`src/rtl/q2a03_pkg.sv`:
```
// Shared definitions for the Q2A03 DMA arbiter: sequencer state encoding,
// fixed bus addresses and the get/put cycle parity helpers.
package q2a03_pkg;

  // Sequencer states of the sprite/sample DMA engine.
  typedef enum logic [2:0] {
    IDLE   = 3'd0,
    HALT   = 3'd1,
    ALIGN  = 3'd2,
    GET    = 3'd3,
    PUT    = 3'd4,
    DDUMMY = 3'd5,
    DGET   = 3'd6
  } dma_state_t;

  // CPU write address that starts sprite DMA; write data is the source page.
  localparam logic [15:0] OAMDMA_ADDR  = 16'h4014;
  // Destination of every sprite DMA put cycle.
  localparam logic [15:0] OAMDATA_ADDR = 16'h2004;

  // Cycle parity: reads happen on get cycles, writes on put cycles.
  localparam logic PARITY_GET = 1'b0;
  localparam logic PARITY_PUT = 1'b1;

  // Parity of the CPU cycle that follows a cycle of the given parity.
  function automatic logic next_parity(input logic parity);
    return (parity == PARITY_GET) ? PARITY_PUT : PARITY_GET;
  endfunction

  // True when the cycle after the current one is a put cycle.
  function automatic logic next_is_put(input logic parity);
    return (next_parity(parity) == PARITY_PUT);
  endfunction

  // States in which the DMA engine, not the CPU, drives the system bus.
  function automatic logic state_owns_bus(input dma_state_t st);
    logic owns;
    case (st)
      GET, PUT, DGET: owns = 1'b1;
      default:        owns = 1'b0;
    endcase
    return owns;
  endfunction

endpackage

```
`src/rtl/q2a03_dma_arbiter.sv`:
```
// Q2A03 DMA arbiter: sequences sprite (OAM) DMA and DMC sample fetches,
// stalls the CPU through cpu_ready and multiplexes the shared system bus.
// Every state change happens on cyc_en; dmc_ack is the only output that
// pulses for a single clock together with the cyc_en ending a DMC get.
module q2a03_dma_arbiter
  import q2a03_pkg::*;
(
  input  logic        G_clock,
  input  logic        G_reset,
  input  logic        cyc_en,
  input  logic [15:0] cpu_addr,
  input  logic [7:0]  cpu_wr_data,
  input  logic        cpu_rdwr,
  output logic        cpu_ready,
  input  logic        dmc_req,
  input  logic [15:0] dmc_addr,
  output logic        dmc_ack,
  output logic [7:0]  dmc_data,
  output logic [15:0] bus_addr,
  output logic [7:0]  bus_wr_data,
  output logic        bus_rdwr,
  input  logic [7:0]  bus_rd_data,
  output logic        dma_owner
);

  dma_state_t  state_q,     state_d;
  logic        parity_q,    parity_d;
  logic        oam_pend_q,  oam_pend_d;
  logic        dmc_pend_q,  dmc_pend_d;
  logic [7:0]  page_q,      page_d;
  logic [7:0]  oam_idx_q,   oam_idx_d;
  logic [7:0]  latch_q,     latch_d;
  logic [7:0]  dmc_data_q,  dmc_data_d;
  logic        cpu_ready_q, cpu_ready_d;
  logic        dma_owner_q, dma_owner_d;

  logic        dmc_ack_s;
  logic        oam_start_s;
  logic        any_pend_s;

  // The DMC get completes on the cyc_en that closes the DGET cycle.
  assign dmc_ack_s   = cyc_en & (state_q == DGET);
  // A CPU write to the sprite DMA register is only accepted while running.
  assign oam_start_s = (state_q == IDLE) & ~cpu_rdwr & (cpu_addr == OAMDMA_ADDR);
  assign any_pend_s  = oam_pend_q | dmc_pend_q;

  // Next-state, request capture and datapath updates, all gated by cyc_en.
  always_comb begin
    state_d     = state_q;
    parity_d    = parity_q;
    oam_pend_d  = oam_pend_q;
    dmc_pend_d  = dmc_pend_q;
    page_d      = page_q;
    oam_idx_d   = oam_idx_q;
    latch_d     = latch_q;
    dmc_data_d  = dmc_data_q;

    if (cyc_en) begin
      parity_d   = next_parity(parity_q);
      // The request is considered served on the same edge that acknowledges it.
      dmc_pend_d = dmc_req & ~dmc_ack_s;

      case (state_q)
        IDLE: begin
          if (oam_start_s) begin
            oam_pend_d = 1'b1;
            page_d     = cpu_wr_data;
          end else begin
            oam_pend_d = oam_pend_q;
          end
          // The CPU may only be halted on a read cycle; writes always pass.
          if (any_pend_s && cpu_rdwr) begin
            state_d = HALT;
          end else begin
            state_d = IDLE;
          end
        end

        HALT: begin
          if (dmc_pend_q) begin
            state_d = DDUMMY;
          end else if (next_is_put(parity_q)) begin
            state_d = ALIGN;
          end else begin
            state_d = GET;
          end
        end

        ALIGN: begin
          if (dmc_pend_q) begin
            state_d = DGET;
          end else if (oam_pend_q) begin
            state_d = GET;
          end else begin
            state_d = IDLE;
          end
        end

        GET: begin
          latch_d = bus_rd_data;
          state_d = PUT;
        end

        PUT: begin
          oam_idx_d = oam_idx_q + 8'd1;
          if (oam_idx_q == 8'hFF) begin
            // Last byte of the page written: the sprite transfer is done.
            oam_pend_d = 1'b0;
            state_d    = dmc_pend_q ? DGET : IDLE;
          end else if (dmc_pend_q) begin
            state_d = DGET;
          end else begin
            state_d = GET;
          end
        end

        DDUMMY: begin
          if (next_is_put(parity_q)) begin
            state_d = ALIGN;
          end else begin
            state_d = DGET;
          end
        end

        DGET: begin
          dmc_data_d = bus_rd_data;
          state_d    = oam_pend_q ? ALIGN : IDLE;
        end

        default: begin
          state_d = IDLE;
        end
      endcase
    end else begin
      state_d = state_q;
    end

    cpu_ready_d = (state_d == IDLE);
    dma_owner_d = state_owns_bus(state_d);
  end

  // State and datapath registers with asynchronous active-low reset.
  always_ff @(posedge G_clock or negedge G_reset) begin
    if (!G_reset) begin
      state_q     <= IDLE;
      parity_q    <= PARITY_GET;
      oam_pend_q  <= 1'b0;
      dmc_pend_q  <= 1'b0;
      page_q      <= 8'h00;
      oam_idx_q   <= 8'h00;
      latch_q     <= 8'h00;
      dmc_data_q  <= 8'h00;
      cpu_ready_q <= 1'b1;
      dma_owner_q <= 1'b0;
    end else begin
      state_q     <= state_d;
      parity_q    <= parity_d;
      oam_pend_q  <= oam_pend_d;
      dmc_pend_q  <= dmc_pend_d;
      page_q      <= page_d;
      oam_idx_q   <= oam_idx_d;
      latch_q     <= latch_d;
      dmc_data_q  <= dmc_data_d;
      cpu_ready_q <= cpu_ready_d;
      dma_owner_q <= dma_owner_d;
    end
  end

  // System bus multiplexer: CPU passes straight through unless DMA owns it.
  always_comb begin
    bus_addr    = cpu_addr;
    bus_wr_data = cpu_wr_data;
    bus_rdwr    = cpu_rdwr;
    if (dma_owner_q) begin
      case (state_q)
        GET: begin
          bus_addr = {page_q, oam_idx_q};
          bus_rdwr = 1'b1;
        end
        PUT: begin
          bus_addr    = OAMDATA_ADDR;
          bus_wr_data = latch_q;
          bus_rdwr    = 1'b0;
        end
        DGET: begin
          bus_addr = dmc_addr;
          bus_rdwr = 1'b1;
        end
        default: begin
          bus_addr = cpu_addr;
        end
      endcase
    end else begin
      bus_addr = cpu_addr;
    end
  end

  assign cpu_ready = cpu_ready_q;
  assign dma_owner = dma_owner_q;
  assign dmc_ack   = dmc_ack_s;
  // The fetched byte is forwarded during the acknowledge clock itself.
  assign dmc_data  = dmc_ack_s ? bus_rd_data : dmc_data_q;

endmodule

```
`config.mk`:
```
export PLATFORM = sky130hd
export DESIGN_NAME = q2a03_dma_arbiter
export DESIGN_NICKNAME = d
export VERILOG_FILES = /design/src/rtl/q2a03_pkg.sv /design/src/rtl/q2a03_dma_arbiter.sv
export SDC_FILE = /design/constraint.sdc
export NUM_CORES = 1
export LEC_CHECK = 0
export BUFFER_PORTS_ARGS = -buffer_cell sky130_fd_sc_hd__buf_4
export CORE_MARGIN = 3
export CORE_UTILIZATION = 47
export DETAILED_ROUTE_END_ITERATION = 8
export GPL_ROUTABILITY_DRIVEN = 0
export GPL_TIMING_DRIVEN = 0
export PLACE_DENSITY = 0.78
export RECOVER_POWER = 100
export REMOVE_ABC_BUFFERS = 1
export SETUP_SLACK_MARGIN = 0.15
export SYNTH_ARGS = -nofsm -noshare
export SYNTH_HDL_FRONTEND = slang
export SYNTH_SLANG_ARGS = --single-unit
```
`constraint.sdc`:
```
create_clock -name G_clock -period 2.6 [get_ports G_clock]
set_input_delay 0.52 -clock G_clock [delete_from_list [all_inputs] [get_ports G_clock]]
set_output_delay 0.52 -clock G_clock [all_outputs]
set_load 0.005 [all_outputs]
```
Word level (Yosys, flattened, before mapping)

Index checks and enable logic that the tools add are counted.

Bits in registers: 40
Output and inout port bits: 36
Logic and storage cells: 66

Add/subtract/negate cells: 1
Eq/ne operators: 13
Mux-type cells: 24
Bitwise logic cells: 7
Reductions and logical operators: 11

Operator list:

| kind                                                                     | number |
|---|---|
| 16-bit case mux with 3 select lines                                      | 1 |
| 8-bit two-way mux                                                        | 3 |
| 3-bit two-way mux                                                        | 7 |
| 3-bit case mux with 7 select lines                                       | 1 |
| 16-bit by 15-bit equality test with 1-bit output (second input constant) | 1 |
| 16-bit two-way mux                                                       | 1 |
| 3-bit equality test (second input constant)                              | 5 |
| 3-bit by 2-bit equality test with 1-bit output (second input constant)   | 3 |
| 8-bit by 1-bit adder with 8-bit output (second input constant)           | 1 |
| 8-bit equality test (second input constant)                              | 1 |
| 1-bit two-way mux                                                        | 7 |
| 3-bit zero test                                                          | 2 |
| 2-bit AND reduction                                                      | 3 |
| 1-bit AND                                                                | 4 |
| 2-bit two-way mux                                                        | 2 |
| 2-bit inequality test (second input constant)                            | 2 |
| 1-bit case mux with 2 select lines                                       | 2 |
| 4-bit AND reduction                                                      | 1 |
| 3-bit by 1-bit equality test with 1-bit output (second input constant)   | 1 |
| 3-bit AND reduction                                                      | 1 |
| 3-bit OR reduction                                                       | 1 |
| 1-bit inverter                                                           | 2 |
| 2-bit nonzero test                                                       | 1 |
| 2-bit OR reduction                                                       | 1 |
| 2 further kinds                                                          | 2 |

Depth between registers and ports, before layout

Gate-level depths: netlist of run 1.

Depth after elaboration: 8
Depth in mapped cells: 7
Gate-level depth less buffers: 6

Worst setup path before layout of run 1

OpenSTA, ideal clock, no wires.

Path kind: reg2out
Start: register state_q[1]
End: output dmc_data[0]
Data arrival time: 1.546 ns
Data required time: 2.080 ns
Path slack: 0.534 ns
Cell stages (with the launch flop): 7
Path buffers: 3
Cells stage by stage: dfrtp_1 > buf_2 > buf_2 > and3_1 > clkbuf_1 > nand2_1 > mux2_2

Word-level cells in the longest chain between the ends: 3

Ends and longest elaborated chain:

| what                     | RTL line                 | text |
|---|---|---|
| start: declaration       | q2a03_dma_arbiter.sv:26  | `dma_state_t state_q, state_d;` |
| start signal: assignment | q2a03_dma_arbiter.sv:156 | `state_q <= state_d;` |
| 3-bit equality test      | q2a03_dma_arbiter.sv:42  | `assign dmc_ack_s = cyc_en & (state_q == DGET);` |
| 1-bit AND                | q2a03_dma_arbiter.sv:42  |  |
| 8-bit two-way mux        | q2a03_dma_arbiter.sv:202 | `assign dmc_data = dmc_ack_s ? bus_rd_data : dmc_data_q;` |
| end: declaration         | q2a03_dma_arbiter.sv:18  | `output logic [7:0] dmc_data,` |

No other way between the ends.

Final worst setup path of run 1

Start: register state_q[0]
End: output dmc_data[3]

Same word-level chain as after synthesis.

==> impl_metrics.sql, run 1 <==
INSERT INTO impl_metrics (metric_group, metric, value, unit) VALUES
('outcome', 'status', 'complete, no violations', ''),
('sta', 'layout_worst_path_cycle_share', '94.15', '%'),
('clock_tree', 'clk_root_buffer_cell', 'clkbuf_8', ''),
('power', 'net-switching-power', '0.9708', 'mW'),
('placement', 'port_buffers', '88', ''),
('sta', 'fin_worst_hold_slack', '0.3927', 'ns'),
('floorplanning', 'die-width', '74.61', 'um'),
('min_path', 'worstHoldPathType', 'input port to asynchronous set/reset pin', ''),
('sta', 'setup_repair_after_global_routing_missed_its_margin', 'false', ''),
('cells_and_area', 'nNetsFinal', '359', ''),
('clock_tree', 'ctsHtreeMaxLevel', '2', ''),
('synthesis', 'synth-seq-area-share', '45.31', '%'),
('route', 'vias_per_cell', '5.712', ''),
('synthesis', 'synth-edff-count', '0', ''),
('synthesis', 'synth.avg_cell_area', '10.29', 'sq um'),
('worst_setup_path', 'crit_required', '2.08', 'ns'),
('clock_tree', 'worstSkewPairLatency', '0.29', 'ns'),
('synthesis', 'synth.yosys.warnings', '0', ''),
('route', 'first_pass_iteration_count_of_the_detailed_router', '4', ''),
('sta', 'achievable-frequency', '0.4085', 'GHz'),
('grt', 'grt_antenna_before_repair', '0', ''),
('synthesis', 'syn-cell-area', '2212', 'sq um'),
('synthesis', 'synth_flop_cell', 'dfrtp_1', ''),
('power', 'leakage_power', '1.457', 'nW'),
('sta', 'setup-violations-final', '0', ''),
('power', 'power_frac_seq', '38.0', '%'),
('power', 'post-layout-total-power', '2.670', 'mW'),
('power', 'power_density', '863.4', 'nW/um^2'),
('clock_tree', 'cts.sink_count', '40', ''),
('power', 'ir_drop', '522.1', 'uV'),
('power', 'combinationalPowerShare', '45.4', '%'),
('clock_tree', 'path_clk_slew', '0.08', 'ns'),
('clock_tree', 'cts_hold_repair.buffers', '0', ''),
('job', 'maxCapViolations', '0', ''),
('worst_setup_path', 'worstSetupPathType', 'flop to primary output', ''),
('synthesis', 'synth_async_sr_flop_share', '100.0', '%'),
('floorplanning', 'die_footprint', '5566', 'sq um'),
('sta', 'fin_ws', '0.1522', 'ns'),
('cells_and_area', 'n_antenna_cell', '0', ''),
('cells_and_area', 'design_area', '3093', 'sq um'),
('cells_and_area', 'drive_above_1_share', '46.73', '%'),
('grt', 'global_route.usage.total', '22.52', '%'),
('sta', 'max_slew_margin', '31.88', '%'),
('power', 'netSwitchingFraction', '36.35', '%'),
('power', 'internal_pwr_total', '1.700', 'mW'),
('grt', 'grt_first_pass_wirelength', '9.584', 'mm'),
('worst_setup_path', 'worst-path-max-fanout', '13', ''),
('route', 'detailroute.via_count', '2045', ''),
('grt', 'grt.overflow.total', '0', ''),
('sta', 'timing_hold_violations_final', '0', ''),
('floorplanning', 'die_y', '74.61', 'um'),
('power', 'p_clk_share', '16.7', '%'),
('route', 'routed_wire_length_per_instance', '16.97', 'um'),
('sta', 'finalCriticalPeriod', '2.448', 'ns'),
('clock_tree', 'cts_tree', 'done', ''),
('floorplanning', 'ios', '89', ''),
('worst_setup_path', 'crit_path_end_kind', 'primary output', ''),
('floorplanning', 'num_rows', '24', ''),
('route', 'total_wirelength', '6.076', 'mm'),
('synthesis', 'synthDistinctLibCells', '41', ''),
('sta', 'final_max_slew_viol_count', '0', ''),
('route', 'post-route-drc-count', '0', ''),
('sta', 'worst_pin_slew', '1.022', 'ns'),
('placement', 'dpl_worst_slack', '-0.2001', 'ns'),
('sta', 'setup_tns', '0', 'ns'),
('sta', 'maximum_clock_skew_at_final_layout', '0.008381', 'ns'),
('clock_tree', 'tritoncts.num_buffers', '5', ''),
('grt', 'pin_count_of_the_biggest_net_entering_global_routing', '41', ''),
('route', 'drt.antenna.violating_nets', '0', ''),
('placement', 'postPlaceCellArea', '2895', 'sq um'),
('grt', 'first_global_vias', '2008', ''),
('synthesis', 'ys_seq_elements', '40', ''),
('cells_and_area', 'area_delta_synth_final', '39.82', '%'),
('floorplanning', 'start_util', '49.77', '%'),
('floorplanning', 'core-area', '4444', 'sq um'),
('route', 'drt_iter0_markers', '173', ''),
('worst_setup_path', 'critical_path.startpoint_type', 'flop', ''),
('worst_setup_path', 'worstPathArrival', '1.93', 'ns'),
('clock_tree', 'cts_buffer_depth', '2', ''),
('synthesis', 'synthesis.instances', '215', ''),
('placement', 'detailed_place_hpwl', '4.370', 'mm');
[layout make-up]
| class | instances | area [sq um] |
|---|---|---|
| fill | 391 | 1351 |
| multi-input combinational | 154 | 1146 |
| sequential | 40 | 1006 |
| timing repair buffer | 98 | 755.7 |
| clock buffer | 6 | 82.58 |
| tap | 52 | 65.06 |
| inverter | 6 | 22.52 |
| clock inverter | 2 | 15.01 |
[flip-flops by register name, summed over array words and instances, names as in the netlist]
name,cells
cpu_ready,1
dma_owner,1
dmc_data_q,8
dmc_pend_q,1
latch_q,8
oam_idx_q,8
oam_pend_q,1
page_q,8
parity_q,1
state_q,3
[repair_timing]
item,CTS,global route
pin swaps,1,2
setup buffers,4,5
endpoints found under the setup margin,33,27
resized for setup,9,3
[per-stage QoR]
stage,util [%],instances
2_1_floorplan,-,200
3_3_place_gp,64.72,340
3_5_place_dp,65.15,341
4_1_cts,68.50,353
5_1_grt,69.59,358
6_report,69.59,358
[critical path, cell delays in order (launching register included)]
cell and delay (ns):
dfrtp_2 0.52, inv_1 0.12, and3_1 0.30, nand2_4 0.18, mux2_2 0.36, clkbuf_4 0.14
[placed cells by master, fill, tap and decap left out, types with 3 or more instances in the layout]
cell / netlist / layout
buf_4: 0 / 69
clkbuf_8: 0 / 6
xor2_1: 5 / 5
dfrtp_1: 39 / 36
o21ai_0: 19 / 19
a22oi_1: 17 / 17
dfrtp_2: 0 / 3
clkbuf_4: 0 / 18
nand3_1: 4 / 4
nor2_1: 6 / 6
buf_12: 0 / 3
nand2_1: 26 / 25
xnor2_1: 4 / 4
clkbuf_1: 11 / 6
nand4_1: 3 / 3
inv_1: 6 / 6
mux2_2: 33 / 33
[per-layer routing]
layer | wire length [um] | vias up | GRT usage [%] | share of wire (%)
met2 | 2921 | 86 | 37.37 | 48
met3 | 612 | 16 | 8.514 | 10
met4 | 135 | 0 | 6.917 | 2.2
li1 | - | 966 | - | -
met1 | 2406 | 977 | 27.23 | 40
met5 | 0 | - | 0 | 0
[synthesized netlist by cell type (4+ instances only)]
master / n / area share (%)
inv_1: 6 / 1.0
nand3_1: 4 / 0.91
o21ai_0: 19 / 4.3
dfrtp_1: 39 / 44
xor2_1: 5 / 2.0
nor2_1: 6 / 1.0
mux2_2: 33 / 17
buf_2: 4 / 0.91
xnor2_1: 4 / 1.6
nand2_1: 26 / 4.4
clkbuf_1: 11 / 1.9
a22oi_1: 17 / 5.8
[power groups by stage]
stage	clock [mW]	combinational (mW)	sequential, mW
floorplan	0	0.604	0.972
global placement	0	1.03	1.02
detailed placement	0	1.07	1.03
CTS	0.454	1.16	1.00
global route	0.472	1.34	1.04
finish	0.445	1.21	1.01
[cell families (layout without fill, tap and decap cells)]
group                      count (synthesis)  after routing  share of synthesized area [%]
xor gates and xnor gates                   9              9                          3.563
AOI/OAI and AO/OA                         52             52                          15.33
adders and majority gates                  1              1                         0.5655
DFF                                       40             40                          45.31
muxes                                     35             35                          17.70
and+or+nand+nor                           57             57                          13.74
buffers and inverters                     21            112                          3.790
[worst paths after layout]
kind | start | depth (start not counted) | slack (ns) | endpoint
setup / recovery | state_q[0]$_DFF_PN0_ | 5 | 0.15 | dmc_data[3]
hold / removal | G_reset | 1 | 0.39 | oam_idx_q[6]$_DFFE_PN0P_
setup reg to reg | state_q[2]$_DFF_PN0_ | 7 | 0.37 | oam_idx_q[7]$_DFFE_PN0P_
hold reg to reg | dmc_data_q[5]$_DFFE_PN0P_ | 1 | 0.50 | dmc_data_q[5]$_DFFE_PN0P_
max in group asynchronous | G_reset | 1 | 1.53 | state_q[2]$_DFF_PN0_
min in group G_clock | bus_rd_data[6] | 2 | 0.46 | latch_q[6]$_DFFE_PN0P_
Power figures use the tool's default switching activity.
==> run 2: changes to the inputs <==
--- a/config.mk
+++ b/config.mk
@@ -7,11 +7,11 @@
 export LEC_CHECK = 0
 export BUFFER_PORTS_ARGS = -buffer_cell sky130_fd_sc_hd__buf_4
 export CORE_MARGIN = 3
-export CORE_UTILIZATION = 47
+export CORE_UTILIZATION = 48
 export DETAILED_ROUTE_END_ITERATION = 8
 export GPL_ROUTABILITY_DRIVEN = 0
 export GPL_TIMING_DRIVEN = 0
-export PLACE_DENSITY = 0.78
+export PLACE_DENSITY = 0.79
 export RECOVER_POWER = 100
 export REMOVE_ABC_BUFFERS = 1
 export SETUP_SLACK_MARGIN = 0.15
==> run 2 against run 1 <==
  * Final area down 0.73%
  * Clock power up 18%
  * Sequential share of layout area up 0.24 points
  * Power up 1.1%
  * Clock skew down 0.0033 ns
  * Critical path type unchanged
  * Largest power group unchanged
==> impl_metrics.sql, run 2 (same netlist as run 1, synthesis figures left out) <==
INSERT INTO impl_metrics (metric_group, metric, value, unit) VALUES
('outcome', 'status', 'complete, no violations', ''),
('route', 'drt_iter0_markers', '147', ''),
('worst_setup_path', 'maximum_cell_stage_delay_along_the_critical_path', '0.45', 'ns'),
('worst_setup_path', 'worstRegToRegCells', '5', ''),
('route', 'first_pass_iteration_count_of_the_detailed_router', '4', ''),
('worst_setup_path', 'cp_num_cells', '6', ''),
('placement', 'detailed_place_hpwl', '4.318', 'mm'),
('route', 'routed_wire_length_per_instance', '16.91', 'um'),
('cells_and_area', 'n_antenna_cell', '0', ''),
('worst_setup_path', 'worstPathArrival', '1.94', 'ns'),
('cells_and_area', 'stdcell_count', '357', ''),
('route', 'post-route-drc-count', '0', ''),
('sta', 'maximum_clock_skew_at_final_layout', '0.005051', 'ns'),
('worst_setup_path', 'timing.critical_path.buf_inv', '3', ''),
('sta', 'setup-violations-final', '0', ''),
('sta', 'finalCriticalPeriod', '2.460', 'ns'),
('sta', 'setup_repair_after_global_routing_missed_its_margin', 'true', ''),
('worst_setup_path', 'worst-path-max-fanout', '23', ''),
('sta', 'layout_worst_path_cycle_share', '94.61', '%'),
('sta', 'fin_ws', '0.1402', 'ns'),
('clock_tree', 'cts_hold_repair.buffers', '0', ''),
('grt', 'grt.overflow.total', '0', ''),
('grt', 'global_route.usage.total', '23.02', '%'),
('clock_tree', 'tritoncts.num_buffers', '5', ''),
('route', 'vias_per_cell', '5.714', ''),
('placement', 'dpl_worst_slack', '-0.2158', 'ns'),
('sta', 'final_max_slew_viol_count', '0', ''),
('sta', 'timing_hold_violations_final', '0', ''),
('power', 'leakage_power', '1.432', 'nW'),
('grt', 'pin_count_of_the_biggest_net_entering_global_routing', '41', ''),
('worst_setup_path', 'critical-path-slowest-cell', 'dfrtp_2', ''),
('clock_tree', 'cts.sink_count', '40', ''),
('cells_and_area', 'layout.core_utilization', '69.56', '%'),
('cells_and_area', 'drive_above_1_share', '45.90', '%'),
('sta', 'worst_pin_slew', '1.067', 'ns'),
('floorplanning', 'core-area', '4414', 'sq um'),
('grt', 'grt_first_pass_wirelength', '9.556', 'mm'),
('sta', 'fin_worst_hold_slack', '0.1825', 'ns'),
('cells_and_area', 'layout.cells.most_common_list', '72 x buf_4, 36 x dfrtp_1, 29 x mux2_2', ''),
('placement', 'port_buffers', '88', ''),
('worst_setup_path', 'worst_path_dominant_cell_family', 'buffers and inverters', ''),
('placement', 'placedCellCount', '341', ''),
('clock_tree', 'cts_buffer_depth', '2', ''),
('worst_setup_path', 'worstSetupPathType', 'flop to primary output', ''),
('clock_tree', 'path_clk_slew', '0.08', 'ns'),
('floorplanning', 'die-width', '73.89', 'um'),
('clock_tree', 'worstSkewPairLatency', '0.30', 'ns'),
('clock_tree', 'cts_tree', 'done', ''),
('grt', 'grt_antenna_before_repair', '0', ''),
('route', 'drt.antenna.violating_nets', '0', ''),
('floorplanning', 'num_rows', '24', ''),
('min_path', 'worstHoldPathType', 'input port to asynchronous set/reset pin', ''),
('worst_setup_path', 'series_of_cell_instances_along_the_critical_path', 'inv_1 > and3_1 > o21ai_4 > buf_8 > o21ai_0 > buf_4', ''),
('power', 'ir_drop', '561.9', 'uV'),
('cells_and_area', 'nNetsFinal', '358', ''),
('job', 'maxCapViolations', '0', ''),
('cells_and_area', 'layout.cells.most_common', 'buf_4', ''),
('floorplanning', 'start_util', '50.11', '%'),
('floorplanning', 'ios', '89', ''),
('grt', 'first_global_vias', '2003', ''),
('worst_setup_path', 'critical_path.startpoint_type', 'flop', ''),
('floorplanning', 'die_footprint', '5459', 'sq um'),
('clock_tree', 'clk_root_buffer_cell', 'clkbuf_8', ''),
('power', 'power_density', '879.7', 'nW/um^2'),
('sta', 'max_slew_margin', '28.28', '%'),
('sta', 'achievable-frequency', '0.4065', 'GHz'),
('worst_setup_path', 'crit_required', '2.08', 'ns'),
('clock_tree', 'ctsHtreeMaxLevel', '2', ''),
('worst_setup_path', 'crit_path_end_kind', 'primary output', ''),
('floorplanning', 'die_y', '73.89', 'um'),
('route', 'detailroute.via_count', '2040', ''),
('route', 'total_wirelength', '6.038', 'mm'),
('cells_and_area', 'area_delta_synth_final', '38.80', '%');
==> run 2: cell count changes in the layout (fill, tap and decap cells not counted), moves of 2 or more <==
| cell | before | now |
|---|---|---|
| mux2_1 | 0 | 4 |
| buf_12 | 3 | 0 |
| mux2_2 | 33 | 29 |
| buf_4 | 69 | 72 |
| and3_4 | 0 | 2 |
==> run 2: area by class of cell <==
cell class	instances	area (sq um)
Timing Repair Buffer	97	713.2
Clock inverter	3	46.29
Multi-Input combinational cell	154	1149
Clock buffer	5	68.82
Fill cell	357	1344
Inverter	6	22.52
Sequential cell	40	1006
Tap cell	52	65.06
==> run 2: final timing paths <==
check	from	to	slack, ns
max in group asynchronous	G_reset	state_q[2]$_DFF_PN0_	2.04
setup reg to reg	state_q[2]$_DFF_PN0_	page_q[6]$_DFFE_PN0P_	0.27
setup / recovery	state_q[2]$_DFF_PN0_	bus_addr[2]	0.14
min in group G_clock	bus_rd_data[3]	latch_q[3]$_DFFE_PN0P_	0.45
hold / removal	G_reset	dma_owner$_DFF_PN0_	0.18
hold reg to reg	dmc_data_q[2]$_DFFE_PN0P_	dmc_data_q[2]$_DFFE_PN0P_	0.50
==> run 2: per-layer routing <==
layer / global-route usage (%) / wire length (um) / part of all wire, % / vias up
met4: 6.237 / 102 / 1.7 / 0
met3: 9.713 / 622 / 10 / 7
met2: 40.16 / 3119 / 52 / 74
li1: - / - / - / 963
met1: 25.56 / 2195 / 36 / 996
met5: 0 / 0 / 0 / -
==> run 2: where the power goes <==
group	total, mW	internal, mW	switching [mW]
registers	1.02	0.827	0.190
clock network	0.527	0.289	0.237
logic	1.16	0.617	0.541
total	2.70	1.73	0.968
==> run 2: metrics by stage <==
| step | instance area, sq um | power, mW | TNS (ns) |
|---|---|---|---|
| CTS | 3083 | 2.716 | 0 |
| global route | 3070 | 2.887 | 0 |
| finish | 3070 | 2.701 | 0 |
| floorplan | 2151 | 1.577 | -2.532 |
| global placement | 2877 | 2.052 | -18.18 |
| detailed placement | 2895 | 2.104 | -2.789 |
==> run 2: timing repair <==
action	in CTS	in global routing
endpoints found under the setup margin	33	9
buffers inserted	6	2
hold endpoints to repair	0	0
gates resized for setup	11	2
pin swaps	1	0
==> run 3: changes to the inputs <==
--- a/config.mk
+++ b/config.mk
@@ -7,11 +7,11 @@
 export LEC_CHECK = 0
 export BUFFER_PORTS_ARGS = -buffer_cell sky130_fd_sc_hd__buf_4
 export CORE_MARGIN = 3
-export CORE_UTILIZATION = 48
+export CORE_UTILIZATION = 44
 export DETAILED_ROUTE_END_ITERATION = 8
 export GPL_ROUTABILITY_DRIVEN = 0
 export GPL_TIMING_DRIVEN = 0
-export PLACE_DENSITY = 0.79
+export PLACE_DENSITY = 0.77
 export RECOVER_POWER = 100
 export REMOVE_ABC_BUFFERS = 1
 export SETUP_SLACK_MARGIN = 0.15
==> constraint.sdc (replaced) <==
create_clock -name G_clock -period 2.2 [get_ports G_clock]
set_input_delay 0.44 -clock G_clock [delete_from_list [all_inputs] [get_ports G_clock]]
set_output_delay 0.44 -clock G_clock [all_outputs]
set_load 0.005 [all_outputs]
==> run 3 against run 2 <==
  * The run now ends with setup timing left
  * First-iteration DRC count grew 8.8%
  * Routed wire length rose by 21%
  * Core utilization rose by 2.7 points
  * Power rose by 37%
  * Final area up 13%
  * Sequential cell count did not move
  * Worst setup slack got worse by 0.24 ns
  * Clock-buffer cell count is 3 higher
  * Global-route usage down 0.50 points
  * Non-clock buffer count up 18
  * Register-to-register slack lost 0.02 ns
  * Clock power fell by 2%
  * Critical path type unchanged
  * Critical endpoint is now bus_wr_data[4]
  * Largest power group unchanged
  * Highest routed layer unchanged
==> impl_metrics.sql, run 3 (same netlist as run 1, synthesis figures left out) <==
INSERT INTO impl_metrics (metric_group, metric, value, unit) VALUES
('floorplanning', 'num_rows', '25', ''),
('cells_and_area', 'drive_above_1_share', '59.13', '%'),
('worst_setup_path', 'worst-path-max-fanout', '8', ''),
('sta', 'setup_tns', '-1.583', 'ns'),
('floorplanning', 'die-width', '76.91', 'um'),
('cells_and_area', 'layout.core_utilization', '72.26', '%'),
('floorplanning', 'core-area', '4786', 'sq um'),
('worst_setup_path', 'crit_required', '1.76', 'ns'),
('placement', 'postPlaceCellArea', '2914', 'sq um'),
('worst_setup_path', 'r2r_setup_slack', '0.25', 'ns'),
('power', 'leakage_power', '1.620', 'nW'),
('grt', 'grt_first_pass_wirelength', '10.56', 'mm'),
('route', 'total_wirelength', '7.328', 'mm'),
('sta', 'final_max_slew_viol_count', '0', ''),
('worst_setup_path', 'timing.critical_path.buf_inv', '2', ''),
('worst_setup_path', 'maximum_cell_stage_delay_along_the_critical_path', '0.47', 'ns'),
('route', 'post-route-drc-count', '0', ''),
('grt', 'grt_antenna_before_repair', '0', ''),
('grt', 'first_global_vias', '2171', ''),
('min_path', 'worstHoldPathType', 'input port to asynchronous set/reset pin', ''),
('sta', 'setup-violations-final', '24', ''),
('grt', 'pin_count_of_the_biggest_net_entering_global_routing', '41', ''),
('floorplanning', 'start_util', '46.22', '%'),
('floorplanning', 'ios', '89', ''),
('floorplanning', 'die_footprint', '5914', 'sq um'),
('sta', 'worst_pin_slew', '0.9643', 'ns'),
('worst_setup_path', 'critPathMostFrequentCell', 'buf_4', ''),
('worst_setup_path', 'worst_r2r_endpoint', 'page_q[1]$_DFFE_PN0P_', ''),
('route', 'first_pass_iteration_count_of_the_detailed_router', '5', ''),
('sta', 'fin_ws', '-0.09891', 'ns'),
('outcome', 'failed_checks', 'setup timing', ''),
('grt', 'grt.overflow.total', '0', ''),
('cells_and_area', 'n_antenna_cell', '0', ''),
('clock_tree', 'ctsHtreeMaxLevel', '2', ''),
('worst_setup_path', 'worst_path_dominant_cell_family', 'flip-flops', ''),
('cells_and_area', 'nNetsFinal', '376', ''),
('clock_tree', 'cts_tree', 'done', ''),
('cells_and_area', 'stdcell_count', '390', ''),
('job', 'maxCapViolations', '0', ''),
('route', 'drt_iter0_markers', '160', ''),
('placement', 'placedCellCount', '356', ''),
('cells_and_area', 'layout.cells.most_common', 'buf_4', ''),
('placement', 'port_buffers', '88', ''),
('sta', 'max_slew_margin', '35.71', '%'),
('worst_setup_path', 'worstReg2RegStart', 'state_q[2]$_DFF_PN0_', ''),
('power', 'power_density', '1074', 'nW/um^2'),
('clock_tree', 'cts.sink_count', '40', ''),
('sta', 'layout_worst_path_cycle_share', '104.5', '%'),
('grt', 'global_route.usage.total', '22.52', '%'),
('clock_tree', 'worstSkewPairLatency', '0.30', 'ns'),
('clock_tree', 'clk_root_buffer_cell', 'clkbuf_8', ''),
('sta', 'finalCriticalPeriod', '2.299', 'ns'),
('cells_and_area', 'design_area', '3458', 'sq um'),
('sta', 'maximum_clock_skew_at_final_layout', '0.004928', 'ns'),
('clock_tree', 'tritoncts.num_buffers', '5', ''),
('sta', 'timing_hold_violations_final', '0', ''),
('worst_setup_path', 'critical_path.startpoint_type', 'flop', ''),
('sta', 'achievable-frequency', '0.4350', 'GHz'),
('worst_setup_path', 'worstPathArrival', '1.86', 'ns'),
('clock_tree', 'cts_hold_repair.buffers', '0', ''),
('clock_tree', 'path_clk_slew', '0.08', 'ns'),
('cells_and_area', 'area_delta_synth_final', '56.33', '%'),
('route', 'vias_per_cell', '5.710', ''),
('worst_setup_path', 'crit_path_end_kind', 'primary output', ''),
('route', 'drt.antenna.violating_nets', '0', ''),
('worst_setup_path', 'worstRegToRegCells', '6', ''),
('outcome', 'status', 'complete, but fails checks', ''),
('worst_setup_path', 'worstSetupPathType', 'flop to primary output', ''),
('power', 'ir_drop', '599.9', 'uV'),
('route', 'detailroute.via_count', '2227', ''),
('sta', 'setup_repair_after_global_routing_missed_its_margin', 'true', ''),
('route', 'routed_wire_length_per_instance', '18.79', 'um'),
('cells_and_area', 'layout.cells.most_common_list', '105 x buf_4, 36 x dfrtp_1, 31 x mux2_2', ''),
('worst_setup_path', 'series_of_cell_instances_along_the_critical_path', 'buf_4 > nor2_4 > and3_4 > mux2_2 > buf_4', ''),
('clock_tree', 'cts_buffer_depth', '2', ''),
('placement', 'detailed_place_hpwl', '4.405', 'mm'),
('worst_setup_path', 'critical-path-slowest-cell', 'dfrtp_2', ''),
('floorplanning', 'die_y', '76.91', 'um');
==> run 3: cell count changes in the layout (fill, tap and decap cells not counted), sizes merged <==
cell and delta:
inv -1, bufinv -1, clkinvlp -1, buf +38, clkbuf -17
==> run 3: where the power goes <==
group / internal, mW / switching (mW) / leakage (nW)
sequential: 0.979 / 0.214 / 0.500
clock: 0.256 / 0.258 / 0.0455
combinational: 1.09 / 0.918 / 1.07
total: 2.32 / 1.39 / 1.62
==> run 3: final cells by class <==
| type | count | area, sq um |
|---|---|---|
| inverters | 6 | 25.02 |
| fillers | 331 | 1328 |
| multi-input cells | 154 | 1296 |
| repair buffers | 115 | 957.2 |
| flip-flops and latches | 40 | 1006 |
| well taps | 67 | 83.83 |
| clock buffers | 8 | 90.09 |
==> run 3: timing repair <==
action | in CTS | in global routing
gates resized for setup | 18 | 48
gates cloned | 0 | 3
buffers inserted | 17 | 6
endpoints found under the setup margin | 61 | 35
pin swaps | 3 | 6
endpoints found under the hold margin | 0 | 0
==> run 3: worst max path at each step <==
stage | start | to | depth (start not counted) | slack, ns
6_report | state_q[0]$_DFF_PN0_ | bus_wr_data[4] | 5 | -0.1
3_5_place_dp | state_q[2]$_DFF_PN0_ | bus_addr[3] | 7 | -0.54
2_1_floorplan | state_q[2]$_DFF_PN0_ | bus_addr[0] | 4 | -0.48
4_1_cts | state_q[0]$_DFF_PN0_ | bus_addr[13] | 7 | 0.01
3_3_place_gp | state_q[2]$_DFF_PN0_ | bus_addr[12] | 5 | -1.49
5_1_grt | state_q[0]$_DFF_PN0_ | bus_addr[14] | 8 | -0.15
==> run 3: metal layers <==
metal | global-route usage (%) | part of all wire [%]
met1 | 27.46 | 40
met2 | 37.20 | 49
met3 | 6.221 | 7.1
met4 | 9.783 | 3.5
met5 | 0 | 0
==> run 3: metrics by stage <==
stage	hold WS [ns]	worst slack [ns]	power (mW)
2_1_floorplan	0.1444	-0.4782	1.863
3_3_place_gp	0.4446	-1.489	2.432
3_5_place_dp	0.4436	-0.5357	2.497
4_1_cts	0.1305	0.01203	3.288
5_1_grt	0.3619	-0.1456	3.917
6_report	0.2854	-0.09891	3.714
